File: config.mk
export PLATFORM = sky130hd
export DESIGN_NAME = keypad_emulator
export DESIGN_NICKNAME = d
export VERILOG_FILES = /design/src/rtl/keypad_emu_pkg.sv /design/src/rtl/lfsr8.sv /design/src/rtl/keypad_emulator.sv
export SDC_FILE = /design/constraint.sdc
export NUM_CORES = 1
export LEC_CHECK = 0
export ABC_AREA = 1
export CORE_ASPECT_RATIO = 0.8
export CORE_MARGIN = 2
export CORE_UTILIZATION = 50
export DETAILED_ROUTE_END_ITERATION = 6
export GPL_TIMING_DRIVEN = 0
export PLACE_DENSITY = 0.84
export REMOVE_ABC_BUFFERS = 1
export SYNTH_ARGS = -nofsm -noshare
export SYNTH_HDL_FRONTEND = slang
export SYNTH_SLANG_ARGS = --single-unit
File: constraint.sdc
create_clock -name clk -period 2.15 [get_ports clk]
set_input_delay 0.43 -clock clk [delete_from_list [all_inputs] [get_ports clk]]
set_output_delay 0.43 -clock clk [all_outputs]
set_load 0.1 [all_outputs]
File: src/rtl/keypad_emu_pkg.sv
// Shared definitions for the keypad emulator: FSM state encoding, LFSR
// constants and default phase lengths.
package keypad_emu_pkg;

    typedef enum logic [2:0] {
        ST_IDLE           = 3'd0,
        ST_BOUNCE_PRESS   = 3'd1,
        ST_HOLD           = 3'd2,
        ST_BOUNCE_RELEASE = 3'd3,
        ST_GAP            = 3'd4
    } state_t;

    localparam int         CNT_W     = 16;

    localparam int         LFSR_W    = 8;
    localparam logic [7:0] LFSR_SEED = 8'hA5;
    // Taps 8,6,5,4 (stage n is bit n-1 of a left-shifting register).
    localparam logic [7:0] LFSR_TAPS = 8'hB8;

    localparam int DEF_BOUNCE_CYCLES = 16;
    localparam int DEF_GAP_CYCLES    = 8;

    // A zero-length phase would never see its "last cycle" marker, so zero
    // lengths are stretched to a single cycle.
    function automatic logic [CNT_W-1:0] len_min1(input logic [CNT_W-1:0] v);
        return (v == '0) ? CNT_W'(1) : v;
    endfunction

endpackage

File: src/rtl/lfsr8.sv
// 8-bit Fibonacci LFSR used as a pseudo-random contact-bounce source.
// Free-running; reseeded by rst so bounce patterns are repeatable.
module lfsr8
    import keypad_emu_pkg::*;
(
    input  logic              clk,
    input  logic              rst,
    output logic [LFSR_W-1:0] out
);

    logic [LFSR_W-1:0] r_lfsr;
    logic              w_fb;

    assign w_fb = ^(r_lfsr & LFSR_TAPS);
    assign out  = r_lfsr;

    // Shift every cycle; a non-zero seed keeps the register out of the
    // all-zero lock-up state forever.
    always_ff @(posedge clk) begin
        if (rst) begin
            r_lfsr <= LFSR_SEED;
        end else begin
            r_lfsr <= {r_lfsr[LFSR_W-2:0], w_fb};
        end
    end

endmodule

File: src/rtl/keypad_emulator.sv
// Keypad emulator: accepts key-press commands and plays them back to a
// row-scanning keypad controller as a contact closure on one column line.
// Optional contact bounce is enabled with the macro KEYPAD_EMU_BOUNCE_EN;
// without it the sequence is IDLE -> HOLD -> GAP -> IDLE.
module keypad_emulator
    import keypad_emu_pkg::*;
#(
    parameter int BOUNCE_CYCLES = DEF_BOUNCE_CYCLES,
    parameter int GAP_CYCLES    = DEF_GAP_CYCLES
) (
    input  logic        clk,
    input  logic        rst,
    input  logic        cmd_valid,
    output logic        cmd_ready,
    input  logic [1:0]  cmd_row,
    input  logic [1:0]  cmd_col,
    input  logic [15:0] cmd_hold,
    input  logic [3:0]  keypadRow,
    output logic [3:0]  keypadCol,
    output logic        busy,
    output logic        done
);

    state_t           r_state;
    state_t           w_next;
    logic [CNT_W-1:0] r_cnt;
    logic [CNT_W-1:0] w_load;
    logic [CNT_W-1:0] w_hold_src;
    logic [1:0]       r_row;
    logic [1:0]       r_col;
    logic [15:0]      r_hold;
    logic             r_contact;
    logic             w_accept;
    logic             w_last;
    logic             w_lfsr_bit;
    logic [3:0]       w_col;

`ifdef KEYPAD_EMU_BOUNCE_EN
    logic [LFSR_W-1:0] w_lfsr;

    lfsr8 u_lfsr (
        .clk (clk),
        .rst (rst),
        .out (w_lfsr)
    );

    assign w_lfsr_bit = w_lfsr[0];
`else
    assign w_lfsr_bit = 1'b0;
`endif

    assign cmd_ready = (r_state == ST_IDLE);
    assign busy      = ~cmd_ready;
    assign w_accept  = cmd_valid & cmd_ready;
    assign w_last    = (r_cnt == CNT_W'(1));
    assign done      = (r_state == ST_GAP) && w_last;

    // When HOLD is entered straight from IDLE the command is being latched
    // in the same cycle, so the hold length must come from the input port.
    assign w_hold_src = (r_state == ST_IDLE) ? cmd_hold : r_hold;

    // Next-state selection: each active phase advances on its last cycle.
    always_comb begin
        w_next = r_state;
        case (r_state)
            ST_IDLE: begin
                if (cmd_valid) begin
`ifdef KEYPAD_EMU_BOUNCE_EN
                    w_next = ST_BOUNCE_PRESS;
`else
                    w_next = ST_HOLD;
`endif
                end
            end
            ST_BOUNCE_PRESS: begin
                if (w_last) w_next = ST_HOLD;
            end
            ST_HOLD: begin
                if (w_last) begin
`ifdef KEYPAD_EMU_BOUNCE_EN
                    w_next = ST_BOUNCE_RELEASE;
`else
                    w_next = ST_GAP;
`endif
                end
            end
            ST_BOUNCE_RELEASE: begin
                if (w_last) w_next = ST_GAP;
            end
            ST_GAP: begin
                if (w_last) w_next = ST_IDLE;
            end
            default: w_next = ST_IDLE;
        endcase
    end

    // Duration loaded into the counter on entry to the next phase.
    always_comb begin
        w_load = '0;
        case (w_next)
            ST_BOUNCE_PRESS,
            ST_BOUNCE_RELEASE: w_load = len_min1(CNT_W'(BOUNCE_CYCLES));
            ST_HOLD:           w_load = len_min1(w_hold_src);
            ST_GAP:            w_load = len_min1(CNT_W'(GAP_CYCLES));
            default:           w_load = '0;
        endcase
    end

    // State register.
    always_ff @(posedge clk) begin
        if (rst) begin
            r_state <= ST_IDLE;
        end else begin
            r_state <= w_next;
        end
    end

    // Phase counter: load on every state change, then count down to 1.
    always_ff @(posedge clk) begin
        if (rst) begin
            r_cnt <= '0;
        end else if (w_next != r_state) begin
            r_cnt <= w_load;
        end else if (r_cnt != '0) begin
            r_cnt <= r_cnt - CNT_W'(1);
        end
    end

    // Command latch; fields offered while busy are ignored.
    always_ff @(posedge clk) begin
        if (rst) begin
            r_row  <= '0;
            r_col  <= '0;
            r_hold <= '0;
        end else if (w_accept) begin
            r_row  <= cmd_row;
            r_col  <= cmd_col;
            r_hold <= cmd_hold;
        end
    end

    // Contact state, registered from the current phase so the column line
    // is glitch-free with respect to FSM decoding.
    always_ff @(posedge clk) begin
        if (rst) begin
            r_contact <= 1'b0;
        end else begin
            case (r_state)
                ST_HOLD:           r_contact <= 1'b1;
                ST_BOUNCE_PRESS,
                ST_BOUNCE_RELEASE: r_contact <= w_lfsr_bit;
                default:           r_contact <= 1'b0;
            endcase
        end
    end

    // Column sense follows the row drive with zero latency: the closed
    // switch only pulls its column low while the scanner drives its row low.
    always_comb begin
        w_col = 4'b1111;
        if (r_contact && !keypadRow[r_row]) begin
            w_col[r_col] = 1'b0;
        end
    end

    assign keypadCol = w_col;

endmodule

# [Word-level counts from Yosys, hierarchy flattened]
# Index checks and enable logic that the tools add are counted.
[totals] input_bits=27 reg_bits=40 output_inout_bits=7
[classes] n_lt_le_gt_ge=3 n_addsub=1 n_eq_ne=10 n_mux=16 bitwise=3 n_reduce_logical=10
[ops] cell="$mux 16" count=4
[ops] cell="$pmux 16 s3" count=1
[ops] cell="$eq 16x1->1 const B" count=1
[ops] cell="$logic_not 16->1" count=1
[ops] cell="$reduce_bool 16->1" count=1
[ops] cell="$sub 16x1->16 const B" count=1
[ops] cell="$eq 3x2->1 const B" count=4
[ops] cell="$mux 3" count=4
[ops] cell="$pmux 3 s4" count=1
[ops] cell="$eq 3x1->1 const B" count=2
[ops] cell="$eq 3x3->1 const B" count=2
[ops] cell="$lt 2x3->1 const B" count=2
[ops] cell="$mux 4" count=1
[ops] cell="$not 4->4" count=1
[ops] cell="$reduce_or 2->1" count=2
[ops] cell="$logic_and 1x1->1" count=3
[ops] cell="$logic_not 3->1" count=1
[ops] cell="$mux 1" count=3
[ops] cell="$ne 3x3->1" count=1
[ops] cell="$bmux 1 s2" count=1
[ops] cell="$demux 1 s2" count=1
[ops] cell="$ge 2x1->1 const B" count=1
[ops] cell="$reduce_bool 2->1" count=1
[ops] cell="$and 1x1->1" count=1
[ops] cell="2 further kinds" count=2

# [Longest topological paths before layout]
# Gate-level depths: netlist of the first run.
[depth] ltp_word=7 depth_mapped=13 depth_no_buf=13

# [Least setup slack after synthesis of the first run]
# OpenSTA, ideal clock, no wires.
[synth_path] kind="flip-flop to output port" from="register r_cnt[1]" to="output port done" arrival_ns=2.883 n_path_buf=0 stages_incl_launch_ff=7 path_slack_ns=-1.163 path_cell_list="dfxtp_1 -> inv_1 -> ha_1 -> nand2_1 -> nor2_4 -> nand2_4 -> nor3_1"
[synth_via] elab_chain_len=2
[synth_lines] element="from (decl)" line_no="keypad_emulator.sv:26" rtl="logic [CNT_W-1:0] r_cnt;"
[synth_lines] element="from (signal assigned)" line_no="keypad_emulator.sv:123" rtl="r_cnt <= w_load;"
[synth_lines] element="from (signal assigned)" line_no="keypad_emulator.sv:125" rtl="r_cnt <= r_cnt - CNT_W'(1);"
[synth_lines] element="$eq 16x1->1" line_no="keypad_emulator.sv:55" rtl="assign w_last = (r_cnt == CNT_W'(1));"
[synth_lines] element="$logic_and 1x1->1" line_no="keypad_emulator.sv:56" rtl="assign done = (r_state == ST_GAP) && w_last;"
[synth_lines] element="to (decl)" line_no="keypad_emulator.sv:21" rtl="output logic done"
# No other way between the ends.

# [Final worst setup path of the first run]
[layout_path] from="input port keypadRow[3]" to="output port keypadCol[0]"
[layout_via] elab_chain_len=5
[layout_lines] element="from (decl)" line_no="keypad_emulator.sv:18" rtl="input logic [3:0] keypadRow,"
[layout_lines] element="$bmux 1 s2" line_no="keypad_emulator.sv:161" rtl="if (r_contact && !keypadRow[r_row]) begin"
[layout_lines] element="$mux 1 (not written as such)" line_no="keypad_emulator.sv:161"
[layout_lines] element="$logic_not 1->1" line_no="keypad_emulator.sv:161"
[layout_lines] element="$logic_and 1x1->1" line_no="keypad_emulator.sv:161"
[layout_lines] element="$mux 4" line_no="keypad_emulator.sv:161"
[layout_lines] element="to (decl)" line_no="keypad_emulator.sv:19" rtl="output logic [3:0] keypadCol,"
# No other way between the ends. The select of a mux whose other input is x is not followed.

==> flow_summary.yaml, run 1 <==
status:
  status: "complete, no violations"
pwr:
  ir_worst_vdd_v: 0.0006848
  powerDensity_nw_per_um2: 1323
  cellLeakagePower_nw: 1.260
place:
  place_congestion: 0.8172
  place_area_sq_um: 2595
  place_inst: 415
  place_hpwl_um: 3595
  port_buffers: 33
detailed_routing:
  dr.pass1.iters: 5
  postRouteAntennaNets: 0
  vias: 2316
  wl_per_cell_um: 13.07
  first_iter_violations: 184
  wirelength_um: 5647
  viasPerCell: 5.361
  drc: 0
yosys:
  synth_top_family_by_area: "simple AND/OR/NAND/NOR gates"
  synthXorXnorAreaFrac_pct: 4.636
  synth-simple-area-share_pct: 34.71
  synth-edff-count: 0
  postSynthAreaPerCell_sq_um: 6.668
  synth_compound_area_share_pct: 14.62
  synthArstFlopShare_pct: 0
  synthFlopType: "dfxtp_1"
  netlist_area_sq_um: 2267
  synth.largest_area_cell: "dfxtp_1"
  post_synth_num_cell_types: 30
  synth-seq-area-share_pct: 35.32
  synthMuxAreaShare_pct: 0
  synth_top_area_share_pct: 35.32
  netlist_instances: 340
  yosys_warnings: 0
  ys_seq_elements: 40
  synthTopCellsByArea: "dfxtp_1 (35%), nand2_1 (15%), a21oi_1 (7.5%), nand3_1 (6.2%), inv_1 (5.5%)"
  yosysMostFrequentCell: "nand2_1"
  synth_fa_ha_area_share_pct: 1.656
  synth_common_cells: "nand2_1 (88), dfxtp_1 (40), a21oi_1 (34)"
cells_and_area:
  instances_no_fill: 432
  syn_to_final_growth_pct: 24.72
  drive_above_1_share_pct: 12.27
  fillers: 365
  diodes: 0
  fin_nets: 405
  design_area_sq_um: 2828
floorplan:
  dieArea_sq_um: 5092
  start_util_pct: 52.94
  die_width_um: 79.29
  die_h_um: 64.23
  io_pins: 34
  core_sq_um: 4283
  core.rowCount: 21
clock_network:
  clk_pin_slew_ns: 0.07
  htree_num_levels: 2
  clk_path_buf_depth: 2
  root_buffer: "clkbuf_8"
  numCtsBuffers: 5
  cts.sinks: 40
  hold_buffers: 0
  clk_latency_ns: 0.29
  cts_tree: "built"
critical_path:
  crit_chain: "clkdlybuf4s50_1, o21ai_0, o211ai_1, nor2_1, nand2_1, buf_12"
  cp.arrival_ns: 1.66
  slowest_delay_ns: 0.40
  cp.depth: 6
  crit_path_start_kind: "input port"
  slowest_stage: "clkdlybuf4s50_1"
  cp-endpoint: "keypadCol[0]"
  r2r-end: "r_cnt[7]"
  path_buf_inv: 2
  r2r-start: "r_state[2]"
  required_ns: 1.72
  rrSetupSlack_ns: 0.20
  startpoint: "keypadRow[3]"
  r2r_cells: 10
  cp_max_fo: 2
  cpLargestDelayFamily: "buffers and inverters"
  end_kind: "output pin"
  path_class: "input port to output pin"
grt:
  track_usage_pct: 22.64
  grt_pass1_wl_um: 9170
  grt_pass1_vias: 2090
  grt_max_degree: 35
  grt.overflow.total: 0
  antenna_found_initial: 0
sta:
  finalSetupViolCount: 0
  fin_worst_skew_ns: 0.004119
  fin_crit_sh_pct: 97.26
  final.min_clock_period_ns: 2.091
  rsz0062_at_grt: "no"
  max_slew.worst_pin.slew_ns: 1.069
  max_freq_mhz: 478.2
  hold_viol: 0
  relSlewSlack_pct: 28.72
  report.final.slew_viol_count: 0
worst_hold_path:
  min_path_type: "flop to flop"
flow_run:
  drv_cap: 0
## logic make-up after synthesis
| family | after synthesis |
|---|---|
| flops | 40 |
| compound gates | 63 |
| buf+inv | 50 |
| fa+ha+maj | 3 |
| xor+xnor | 12 |
| simple gates | 172 |
## where the power goes
group	switching [W]	leakage [nW]	internal [W]	total, W
Combinational	0.00140	0.880	0.000736	0.00214
Sequential	0.000138	0.330	0.000928	0.00107
Clock	0.000253	0.0503	0.000286	0.000539
Total	0.00179	1.26	0.00195	0.00374
## metal layers
| layer | global-route usage [%] | vias up | wire length (um) |
|---|---|---|---|
| met4 | 7.112 | 0 | 74 |
| met5 | 0 | - | 0 |
| met2 | 37.39 | 91 | 2616 |
| met3 | 3.955 | 12 | 295 |
| met1 | 30.06 | 1052 | 2661 |
| li1 | - | 1161 | - |
## repair_timing
| action | in CTS | in global routing |
|---|---|---|
| buffers inserted | 2 | 5 |
| endpoints found under the setup margin | 44 | 20 |
| resized for setup | 51 | 11 |
| cloned | 1 | 2 |
| pin swaps | 3 | 1 |
## flip-flops by register name (all words and copies together), names as in the netlist
| register | count |
|---|---|
| r_cnt | 16 |
| r_col | 2 |
| r_contact | 1 |
| r_hold | 16 |
| r_row | 2 |
| r_state | 3 |
## metrics by stage
| step | setup WS, ns | hold slack, ns | utilization (%) | TNS [ns] | total power [W] |
|---|---|---|---|---|---|
| CTS | 0.007604 | 0.4538 | 63.98 | 0 | 0.003605 |
| detailed placement | -1.413 | 0.4435 | 60.59 | -45.12 | 0.002996 |
| global route | 0.01866 | 0.4727 | 66.02 | 0 | 0.004042 |
| global placement | -1.418 | 0.4341 | 60.59 | -44.77 | 0.002947 |
| finish | 0.05889 | 0.4547 | 66.02 | 0 | 0.003741 |
| floorplan | -2.425 | 0.4179 | - | -81.66 | 0.002580 |
## layout by cell type, fill, tap and decap left out, drive strengths merged, types with 2 or more instances in the layout
master / n
clkinvlp: 2
ha: 3
buf: 12
xnor2: 2
xor2: 10
clkbuf: 8
a21oi: 35
nand3: 28
nand3b: 2
nor2: 38
dlygate4sd2: 2
dfxtp: 40
nand2: 95
o21ai: 23
nor3: 4
nand4: 5
o211ai: 2
clkdlybuf4s50: 23
inv: 34
## worst min-delay path by stage
| stage | cells after the start | to | start |
|---|---|---|---|
| floorplan | 1 | r_contact | r_state[0] |
| global placement | 2 | r_hold[12] | r_hold[12] |
| detailed placement | 1 | r_contact | r_state[0] |
| CTS | 2 | r_hold[5] | r_hold[5] |
| global route | 2 | r_hold[6] | r_hold[6] |
| finish | 2 | r_hold[6] | r_hold[6] |
## worst reg2reg max path: cells and delay by family, from the launching register on
| family | cells | cell delay, ns |
|---|---|---|
| simple gates | 7 | 1.05 |
| flops | 1 | 0.41 |
| compound gates | 1 | 0.12 |
| buf+inv | 2 | 0.30 |
## area by class of cell
class	instances	area (sq um)	share of cell area, %
clock buffer	7	96.34	3.407
inverter	35	135.1	4.779
multi-input combinational	252	1320	46.68
sequential	40	800.8	28.32
tap	57	71.32	2.522
timing repair buffer	40	396.6	14.03
timing repair inverter	1	7.507	0.2655
(Power assumes the default switching activity.)
==> run 2: changes to the inputs <==
--- a/config.mk
+++ b/config.mk
@@ -8,10 +8,11 @@
 export ABC_AREA = 1
 export CORE_ASPECT_RATIO = 0.8
 export CORE_MARGIN = 2
-export CORE_UTILIZATION = 50
+export CORE_UTILIZATION = 30
+export CTS_BUF_LIST = sky130_fd_sc_hd__clkbuf_4 sky130_fd_sc_hd__clkbuf_8
 export DETAILED_ROUTE_END_ITERATION = 6
 export GPL_TIMING_DRIVEN = 0
-export PLACE_DENSITY = 0.84
+export PLACE_DENSITY = 0.58
 export REMOVE_ABC_BUFFERS = 1
 export SYNTH_ARGS = -nofsm -noshare
 export SYNTH_HDL_FRONTEND = slang
==> flow_summary.yaml, run 2 (same netlist as run 1, synthesis figures left out) <==
status:
  status: "complete, no violations"
cells_and_area:
  fillers: 803
  syn_to_final_growth_pct: 26.99
  top_regs: "r_cnt: 16 flops, r_hold: 16 flops, r_state: 3 flops"
  drive_above_1_share_pct: 12.80
  diodes: 0
  fin_nets: 404
  fin_util_pct: 39.13
  instances_no_fill: 465
  final_common_cell: "nand2_1"
  final_cell_mix: "nand2_1 (87), dfxtp_1 (40), a21oi_1 (34)"
clock_network:
  clk_path_buf_depth: 2
  cts_tree: "built"
  root_buffer: "clkbuf_8"
  htree_num_levels: 2
  numCtsBuffers: 5
  cts.sinks: 40
  clk_pin_slew_ns: 0.08
  clk_latency_ns: 0.30
grt:
  grt_pass1_vias: 1957
  track_usage_pct: 14.40
  grt.overflow.total: 0
  grt_pass1_wl_um: 9494
  grt_max_degree: 35
  antenna_found_initial: 0
sta:
  setup_slack_ns: 0.06582
  finalSetupViolCount: 0
  hold_ws_ns: 0.4509
  max_slew.worst_pin.slew_ns: 0.6711
  final.min_clock_period_ns: 2.084
  report.final.slew_viol_count: 0
  fin_worst_skew_ns: 0.01299
  rsz0062_at_grt: "no"
  max_freq_mhz: 479.8
  relSlewSlack_pct: 55.26
  hold_viol: 0
  fin_crit_sh_pct: 96.94
critical_path:
  cp-endpoint: "keypadCol[3]"
  cp.arrival_ns: 1.65
  rrSetupSlack_ns: 0.20
  startpoint: "keypadRow[3]"
  end_kind: "output pin"
  path_class: "input port to output pin"
  crit_path_start_kind: "input port"
  r2r-end: "r_cnt[0]"
  required_ns: 1.72
  cp_max_fo: 2
  r2r_cells: 12
  r2r-start: "r_state[2]"
floorplan:
  core_sq_um: 7357
  die_width_um: 101.2
  die_h_um: 81.76
  start_util_pct: 30.82
  io_pins: 34
  core.rowCount: 28
  dieArea_sq_um: 8273
detailed_routing:
  wirelength_um: 5799
  first_iter_violations: 97
  wl_per_cell_um: 12.47
  viasPerCell: 4.720
  postRouteAntennaNets: 0
  drc: 0
  vias: 2195
  dr.pass1.iters: 4
pwr:
  cellLeakagePower_nw: 1.264
  ir_worst_vdd_v: 0.0004761
  powerDensity_nw_per_um2: 1294
place:
  pre_cts_slack_ns: -1.581
  place_congestion: 0.7941
  place_hpwl_um: 3931
  place_inst: 448
  port_buffers: 33
flow_run:
  drv_cap: 0
worst_hold_path:
  min_path_type: "flop to flop"
==> run 2: cell type report <==
cell class / instances / area (sq um) / area share, %
timing repair inverter: 1 / 7.507 / 0.2608
tap: 90 / 112.6 / 3.911
timing repair buffer: 39 / 396.6 / 13.78
clock inverter: 1 / 7.507 / 0.2608
sequential: 40 / 800.8 / 27.81
clock buffer: 7 / 90.09 / 3.129
multi-input combinational: 252 / 1325 / 46.02
inverter: 35 / 138.9 / 4.824
==> run 2: power breakdown <==
group | leakage (nW) | switching [W] | internal [W]
logic | 0.887 | 0.00139 | 0.000729
clock network | 0.0479 | 0.000271 | 0.000274
registers | 0.330 | 0.000132 | 0.000927
total | 1.26 | 0.00179 | 0.00193
==> run 2: stage by stage <==
stage          total power, W  cell area (sq um)  TNS, ns
2_1_floorplan        0.002580               2193   -81.66
3_3_place_gp         0.002992               2636   -46.28
3_5_place_dp         0.003018               2636   -49.13
4_1_cts              0.003667               2798        0
5_1_grt              0.004048               2879        0
6_report             0.003725               2879        0
==> run 2: how the worst min path moves through the flow <==
stage          slack [ns]    endpoint       start  cells after the start
4_1_cts              0.45   r_hold[6]   r_hold[6]                      2
3_5_place_dp         0.44  r_hold[12]  r_hold[12]                      2
6_report             0.45  r_hold[12]  r_hold[12]                      2
2_1_floorplan        0.42   r_contact  r_state[0]                      1
5_1_grt              0.47   r_hold[6]   r_hold[6]                      2
3_3_place_gp         0.43  r_hold[12]  r_hold[12]                      2
==> run 2: timing repair <==
item,in CTS,in global routing
cloned,2,1
setup buffers,2,4
resized for setup,53,16
pin swaps,4,9
endpoints found under the setup margin,44,23
endpoints found under the hold margin,0,0
hold buffers,0,0
==> run 2: worst max-delay path, stage by stage <==
cell and delay, ns:
clkdlybuf4s50_1 0.46, o21ai_0 0.08, o211ai_1 0.26, nor2_1 0.12, nand2_1 0.12, buf_12 0.18
==> run 2: per-layer routing <==
| metal | track usage [%] | vias to the layer above | share of wire [%] |
|---|---|---|---|
| met1 | 20.98 | 998 | 54 |
| met4 | 4.054 | 0 | 0.53 |
| met5 | 0 | - | 0 |
| met3 | 2.383 | 4 | 2.8 |
| met2 | 21.85 | 30 | 43 |
| li1 | - | 1163 | - |
